**config.mk**
```make
export PLATFORM = sky130hd
export DESIGN_NAME = ps2_scan_decoder
export DESIGN_NICKNAME = d
export VERILOG_FILES = /design/src/rtl/bk_kbd_pkg.sv /design/src/rtl/ps2_line_filter.sv /design/src/rtl/ps2_scan_decoder.sv
export SDC_FILE = /design/constraint.sdc
export NUM_CORES = 1
export LEC_CHECK = 0
export ABC_AREA = 1
export BUFFER_PORTS_ARGS = -buffer_cell sky130_fd_sc_hd__buf_2
export CORE_MARGIN = 10
export CORE_UTILIZATION = 30
export CTS_CLUSTER_DIAMETER = 50
export DETAILED_ROUTE_END_ITERATION = 12
export GPL_TIMING_DRIVEN = 0
export SYNTH_ARGS = -nofsm -noshare
export SYNTH_HDL_FRONTEND = slang
export SYNTH_SLANG_ARGS = --single-unit
```
**constraint.sdc**
```tcl
create_clock -name clk_sys -period 2.3 [get_ports clk_sys]
set_clock_uncertainty 0.2 [all_clocks]
set_input_delay 0.46 -clock clk_sys [delete_from_list [all_inputs] [get_ports clk_sys]]
set_output_delay 0.46 -clock clk_sys [all_outputs]
set_load 0.1 [all_outputs]
```
**src/rtl/bk_kbd_pkg.sv**
```systemverilog
// Shared constants and frame FSM encoding for the PS/2 scancode decoder.
package bk_kbd_pkg;

  localparam logic [7:0] SC_E0     = 8'hE0;
  localparam logic [7:0] SC_F0     = 8'hF0;
  localparam logic [7:0] SC_E1     = 8'hE1;
  localparam logic [7:0] SC_LSHIFT = 8'h12;
  localparam logic [7:0] SC_RSHIFT = 8'h59;
  localparam logic [2:0] E1_SKIP   = 3'd7;

  typedef enum logic [1:0] {
    ST_IDLE,
    ST_DATA,
    ST_PARITY,
    ST_STOP
  } frame_state_t;

endpackage

```
**src/rtl/ps2_line_filter.sv**
```systemverilog
// Two-flop synchronizer followed by a saturating-count glitch filter.
// The filtered line idles high, matching an undriven PS/2 bus.
module ps2_line_filter #(
  parameter int FILTER = 8
) (
  input  logic clk_sys,
  input  logic reset,
  input  logic raw,
  output logic line
);

  localparam int CW = (FILTER < 2) ? 1 : $clog2(FILTER + 1);

  logic sync_p0;
  logic sync_p1;
  logic [CW-1:0] cnt;

  // Bring the asynchronous pin into the clk_sys domain.
  always_ff @(posedge clk_sys or posedge reset) begin
    if (reset) begin
      sync_p0 <= 1'b1;
      sync_p1 <= 1'b1;
    end else begin
      sync_p0 <= raw;
      sync_p1 <= sync_p0;
    end
  end

  // Flip the output only after FILTER consecutive samples disagree with it.
  always_ff @(posedge clk_sys or posedge reset) begin
    if (reset) begin
      line <= 1'b1;
      cnt  <= '0;
    end else if (sync_p1 == line) begin
      cnt <= '0;
    end else if (cnt == CW'(FILTER - 1)) begin
      line <= sync_p1;
      cnt  <= '0;
    end else begin
      cnt <= cnt + 1'b1;
    end
  end

endmodule

```
**src/rtl/ps2_scan_decoder.sv**
```systemverilog
// PS/2 keyboard receiver: filters the pins, frames bytes, folds E0/F0/E1
// prefixes into decoded make/break events and tracks the shift keys.
// The break flag is named key_release because "release" is a reserved word.
module ps2_scan_decoder
  import bk_kbd_pkg::*;
#(
  parameter int FILTER  = 8,
  parameter int TIMEOUT = 50000
) (
  input  logic       clk_sys,
  input  logic       reset,
  input  logic       ps2_clk,
  input  logic       ps2_data,
  output logic [7:0] incode,
  output logic       e0,
  output logic       key_release,
  output logic       shift,
  output logic       valid,
  output logic       error
);

  localparam int TW = $clog2(TIMEOUT + 1);

  logic clk_f;
  logic data_f;
  logic clk_f_prev;
  logic fall;

  frame_state_t state;
  frame_state_t state_next;

  logic [2:0]    bit_cnt;
  logic [7:0]    shreg;
  logic          par_bit;
  logic [TW-1:0] timer;
  logic          pend_e0;
  logic          pend_rel;
  logic [2:0]    skip_cnt;
  logic          lshift;
  logic          rshift;

  logic tmo;
  logic byte_done;
  logic frame_ok;
  logic frame_err;

  ps2_line_filter #(.FILTER(FILTER)) u_clk_filter (
    .clk_sys (clk_sys),
    .reset   (reset),
    .raw     (ps2_clk),
    .line    (clk_f)
  );

  ps2_line_filter #(.FILTER(FILTER)) u_data_filter (
    .clk_sys (clk_sys),
    .reset   (reset),
    .raw     (ps2_data),
    .line    (data_f)
  );

  // Remember the previous filtered clock to detect its falling edge.
  always_ff @(posedge clk_sys or posedge reset) begin
    if (reset) clk_f_prev <= 1'b1;
    else       clk_f_prev <= clk_f;
  end

  assign fall      = clk_f_prev & ~clk_f;
  assign tmo       = (state != ST_IDLE) && !fall && (timer == '0);
  assign byte_done = (state == ST_STOP) && fall;
  assign frame_ok  = byte_done && data_f && (^{shreg, par_bit});
  assign frame_err = (byte_done && !frame_ok) || tmo;
  assign shift     = lshift | rshift;

  // Frame FSM state register.
  always_ff @(posedge clk_sys or posedge reset) begin
    if (reset) state <= ST_IDLE;
    else       state <= state_next;
  end

  // Frame FSM next state: every bit advances on a filtered clock fall.
  always_comb begin
    state_next = state;
    case (state)
      ST_IDLE:   if (fall && !data_f)              state_next = ST_DATA;
      ST_DATA:   if (fall && (bit_cnt == 3'd7))    state_next = ST_PARITY;
      ST_PARITY: if (fall)                         state_next = ST_STOP;
      ST_STOP:   if (fall)                         state_next = ST_IDLE;
      default:                                     state_next = ST_IDLE;
    endcase
    if (tmo) state_next = ST_IDLE;
  end

  // Serial payload capture; contents are meaningless until the stop bit.
  always_ff @(posedge clk_sys) begin
    if (fall && (state == ST_DATA))   shreg   <= {data_f, shreg[7:1]};
    if (fall && (state == ST_PARITY)) par_bit <= data_f;
  end

  // Bit counter, timeout timer, prefix handling, shift flags and pulses.
  always_ff @(posedge clk_sys or posedge reset) begin
    if (reset) begin
      bit_cnt     <= '0;
      timer       <= '0;
      pend_e0     <= 1'b0;
      pend_rel    <= 1'b0;
      skip_cnt    <= '0;
      lshift      <= 1'b0;
      rshift      <= 1'b0;
      incode      <= '0;
      e0          <= 1'b0;
      key_release <= 1'b0;
      valid       <= 1'b0;
      error       <= 1'b0;
    end else begin
      valid <= 1'b0;
      error <= 1'b0;

      if (state_next == ST_IDLE) timer <= '0;
      else if (fall)             timer <= TW'(TIMEOUT - 1);
      else if (timer != '0)      timer <= timer - 1'b1;

      if (fall && (state == ST_IDLE)) bit_cnt <= '0;
      else if (fall && (state == ST_DATA)) bit_cnt <= bit_cnt + 1'b1;

      if (frame_err) begin
        error    <= 1'b1;
        pend_e0  <= 1'b0;
        pend_rel <= 1'b0;
      end else if (frame_ok) begin
        if (skip_cnt != '0) begin
          skip_cnt <= skip_cnt - 1'b1;
        end else if (shreg == SC_E1) begin
          skip_cnt <= E1_SKIP;
        end else if (shreg == SC_E0) begin
          pend_e0 <= 1'b1;
        end else if (shreg == SC_F0) begin
          pend_rel <= 1'b1;
        end else begin
          incode      <= shreg;
          e0          <= pend_e0;
          key_release <= pend_rel;
          valid       <= 1'b1;
          pend_e0     <= 1'b0;
          pend_rel    <= 1'b0;
          if (!pend_e0 && (shreg == SC_LSHIFT)) lshift <= ~pend_rel;
          if (!pend_e0 && (shreg == SC_RSHIFT)) rshift <= ~pend_rel;
        end
      end
    end
  end

endmodule

```
==> results.ini <==
[outcome]
status = completed

[floorplan]
dieArea_um2 = 15200
num_rows = 37
core_area_um2 = 10400
initial_utilization_pct = 30.8
die_h_um = 123
io_pins = 17
die_x_um = 123

[route]
drt_iter0_markers = 117
drc = 0
via_per_inst = 4.43
vias = 2390
routed_wirelength_um = 6100
ant_nets = 0
post_drt_wl_per_cell_um = 11.3
drt_pass1_iterations = 4

[pwr]
total_power_mw = 3.61
p_per_area_nw_per_um2 = 978
peakVddDrop_mv = 0.679
total_leakage_power_nw = 1.85

[clock_network]
clk_path_buf_depth = 2
h-tree-depth = 3
cts_root_buf = clkbuf_8
cts_sinks = 64
tritoncts = done
clk_latency_ns = 0.34
cts-resized-gates = 0
cts-buffers-inserted = 9
cts.clk_slew.worst_paths_ns = 0.07

[critical_path]
endpoint_kind = flip-flop
cp-start-kind = flip-flop
rr_worst_depth = 9
reg2reg_slack_ns = 0.24
required_ns = 2.31
worstPathArrival_ns = 2.07
path_class = flip-flop to flip-flop
rr_startpoint = u_clk_filter.line
worstReg2RegEnd = timer[4]
critPathMaxFanout = 10

[place]
place_ws_ns = 0.214
port_buffers = 16
routabilityCongestion = 0.813
hpwlAfterDp_um = 4590

[yosys]
synth_compound_area_share_pct = 7.13
netlist_area_um2 = 3200
yosys_warnings = 0
synthAdderAreaFrac_pct = 3.13
synth_area_per_cell_um2 = 8.68
yosysUniqueCellTypes = 34
synth_top_area_cell = dfrtp_1
synth_area_leaders = dfrtp_1 (38%), nand2_1 (10%), edfxtp_1 (8.5%), nor2_1 (5.9%), dfstp_2 (5.8%)
syn_inst = 368
synth_top_family_by_area = simple AND/OR/NAND/NOR gates
synthDominantCellAreaShare_pct = 37.6
synthSimpleGateAreaFrac_pct = 26.7
synth_xor_area_share_pct = 3.84
ys_seq_area_share_pct = 51.8
muxShareOfSynthArea_pct = 0
syn_nets = 380
synth_seq_cells = 64

[finish]
fin_nets = 411
mostFrequentLayoutCell = nand2_1
antenna_cells = 0
post-route-util_pct = 35.6
drive_above_1_share_pct = 19.1
layout_common_cells = nand2_1 (86), nor2_1 (50), inv_1 (48), dfrtp_1 (48), buf_2 (16)
area_growth_syn_to_layout_pct = 15.6

[global_routing]
grt-ovfl-total = 0
grt_max_degree = 33
grt_pass1_wl_um = 10900
grt_pass1_vias = 2436
antenna_found_initial = 0
track_usage_pct = 8.90

[sta]
fmax_ghz = 0.484
whs_ns = 0.156
relSlewSlack_pct = 65.7
setup_slack_ns = 0.235
period_share_pct = 89.8
slew_violations = 0
setup_viol = 0
rsz0062_at_grt = no
timing_worst_slew_pin_value_ns = 0.514
finalCriticalPeriod_ns = 2.06
hold_viol_final = 0

[run]
cap_violations = 0

[worst_hold_path]
hp-class = flip-flop to flip-flop
hp-start = u_clk_filter.sync_p0
min_to = u_clk_filter.sync_p1
holdPathStages = 0

per-layer routing:
layer  GRT usage, %  vias to the layer above  share of wire (%)
li1               -                     1230                  -
met1           10.2                     1132                 45
met2           14.9                       22                 51
met3           2.96                        6                3.5
met4           3.78                        0                1.1
met5              0                        -                  0
per-stage QoR:
| stage | setup TNS, ns | instance area [µm²] | std cells |
|---|---|---|---|
| after floorplan | 0 | 3200 | 368 |
| after global placement | -20.38 | 3450 | 520 |
| after detailed placement | 0 | 3470 | 521 |
| after CTS | 0 | 3690 | 540 |
| after global routing | 0 | 3690 | 540 |
| final | 0 | 3690 | 540 |
where the power goes:
group / total [mW] / internal, mW / switching (mW)
registers: 1.59 / 1.40 / 0.189
clock network: 0.958 / 0.528 / 0.430
logic: 1.07 / 0.396 / 0.672
total: 3.61 / 2.32 / 1.29
cells by family (layout without fill, tap and decap cells):
| logic type | Yosys count | after routing |
|---|---|---|
| XOR/XNOR | 14 | 14 |
| adder cells (fa/ha/maj) | 8 | 8 |
| AND/OR/NAND/NOR | 187 | 187 |
| buffers and inverters | 59 | 95 |
| AO/OA/AOI/OAI | 36 | 36 |
| flip-flops | 64 | 64 |
critical path: stages (launching register included):
cell and delay, ns:
dfstp_2 0.55, inv_1 0.05, nand2_1 0.11, buf_4 0.18
inv_1 0.07, o211ai_1 0.08, o31ai_1 0.12, o21ai_2 0.27
buf_4 0.24, nor3_1 0.06
state kept, by name (all words and copies together) (netlist names), 2 cells and up:
register,count
timer,16
state,2
skip_cnt,3
bit_cnt,3
shreg,8
u_clk_filter.cnt,4
incode,8
u_data_filter.cnt,4
cells in the mapped netlist:
| cell | instances |
|---|---|
| nand2_2 | 7 |
| a21oi_1 | 13 |
| xor2_1 | 8 |
| nand3b_1 | 1 |
| dfrtp_1 | 48 |
| nand3_2 | 2 |
| a31oi_1 | 2 |
| nand2_1 | 86 |
| o21a_1 | 1 |
| or2_2 | 1 |
| dfstp_2 | 7 |
| inv_2 | 6 |
| edfxtp_1 | 9 |
| nand3_1 | 8 |
| buf_4 | 2 |
| o211ai_1 | 1 |
| o21ai_0 | 4 |
| nor2_1 | 50 |
| xnor2_1 | 6 |
| nor2_2 | 4 |
| nand4_4 | 1 |
| ha_1 | 8 |
| o21ai_2 | 10 |
| clkbuf_1 | 1 |
| nor3b_1 | 1 |
| buf_6 | 1 |
| nor3_1 | 12 |
| inv_1 | 49 |
| o21ai_1 | 4 |
| nand4_1 | 4 |
| nor2_8 | 1 |
| o31ai_1 | 1 |
| nor2_4 | 2 |
| nor4_1 | 7 |
how the worst max path moves through the flow:
| stage | to | slack, ns | from |
|---|---|---|---|
| after floorplan | bit_cnt[0] | 0.31 | reset |
| after global placement | incode[1] | -0.43 | reset |
| after detailed placement | timer[4] | 0.21 | u_clk_filter.line |
| after CTS | timer[4] | 0.21 | u_clk_filter.line |
| after global routing | timer[5] | 0.08 | u_clk_filter.line |
| final | timer[4] | 0.24 | u_clk_filter.line |
what timing repair did:
action / CTS / global route
endpoints found under the setup margin: 0 / 0
buffers inserted: 0 / 0
endpoints found under the hold margin: 21 / 0
hold buffers: 3 / 0
layout make-up:
cell class	count	area, µm²
Buffer	4	30.0
Clock buffer	11	141
Clock inverter	5	56.3
Fill cell	1086	6680
Inverter	55	206
Multi-Input combinational cell	245	1300
Sequential cell	64	1660
Tap cell	136	170
Timing Repair Buffer	20	130
No activity file was read; power rests on OpenSTA's default activity.
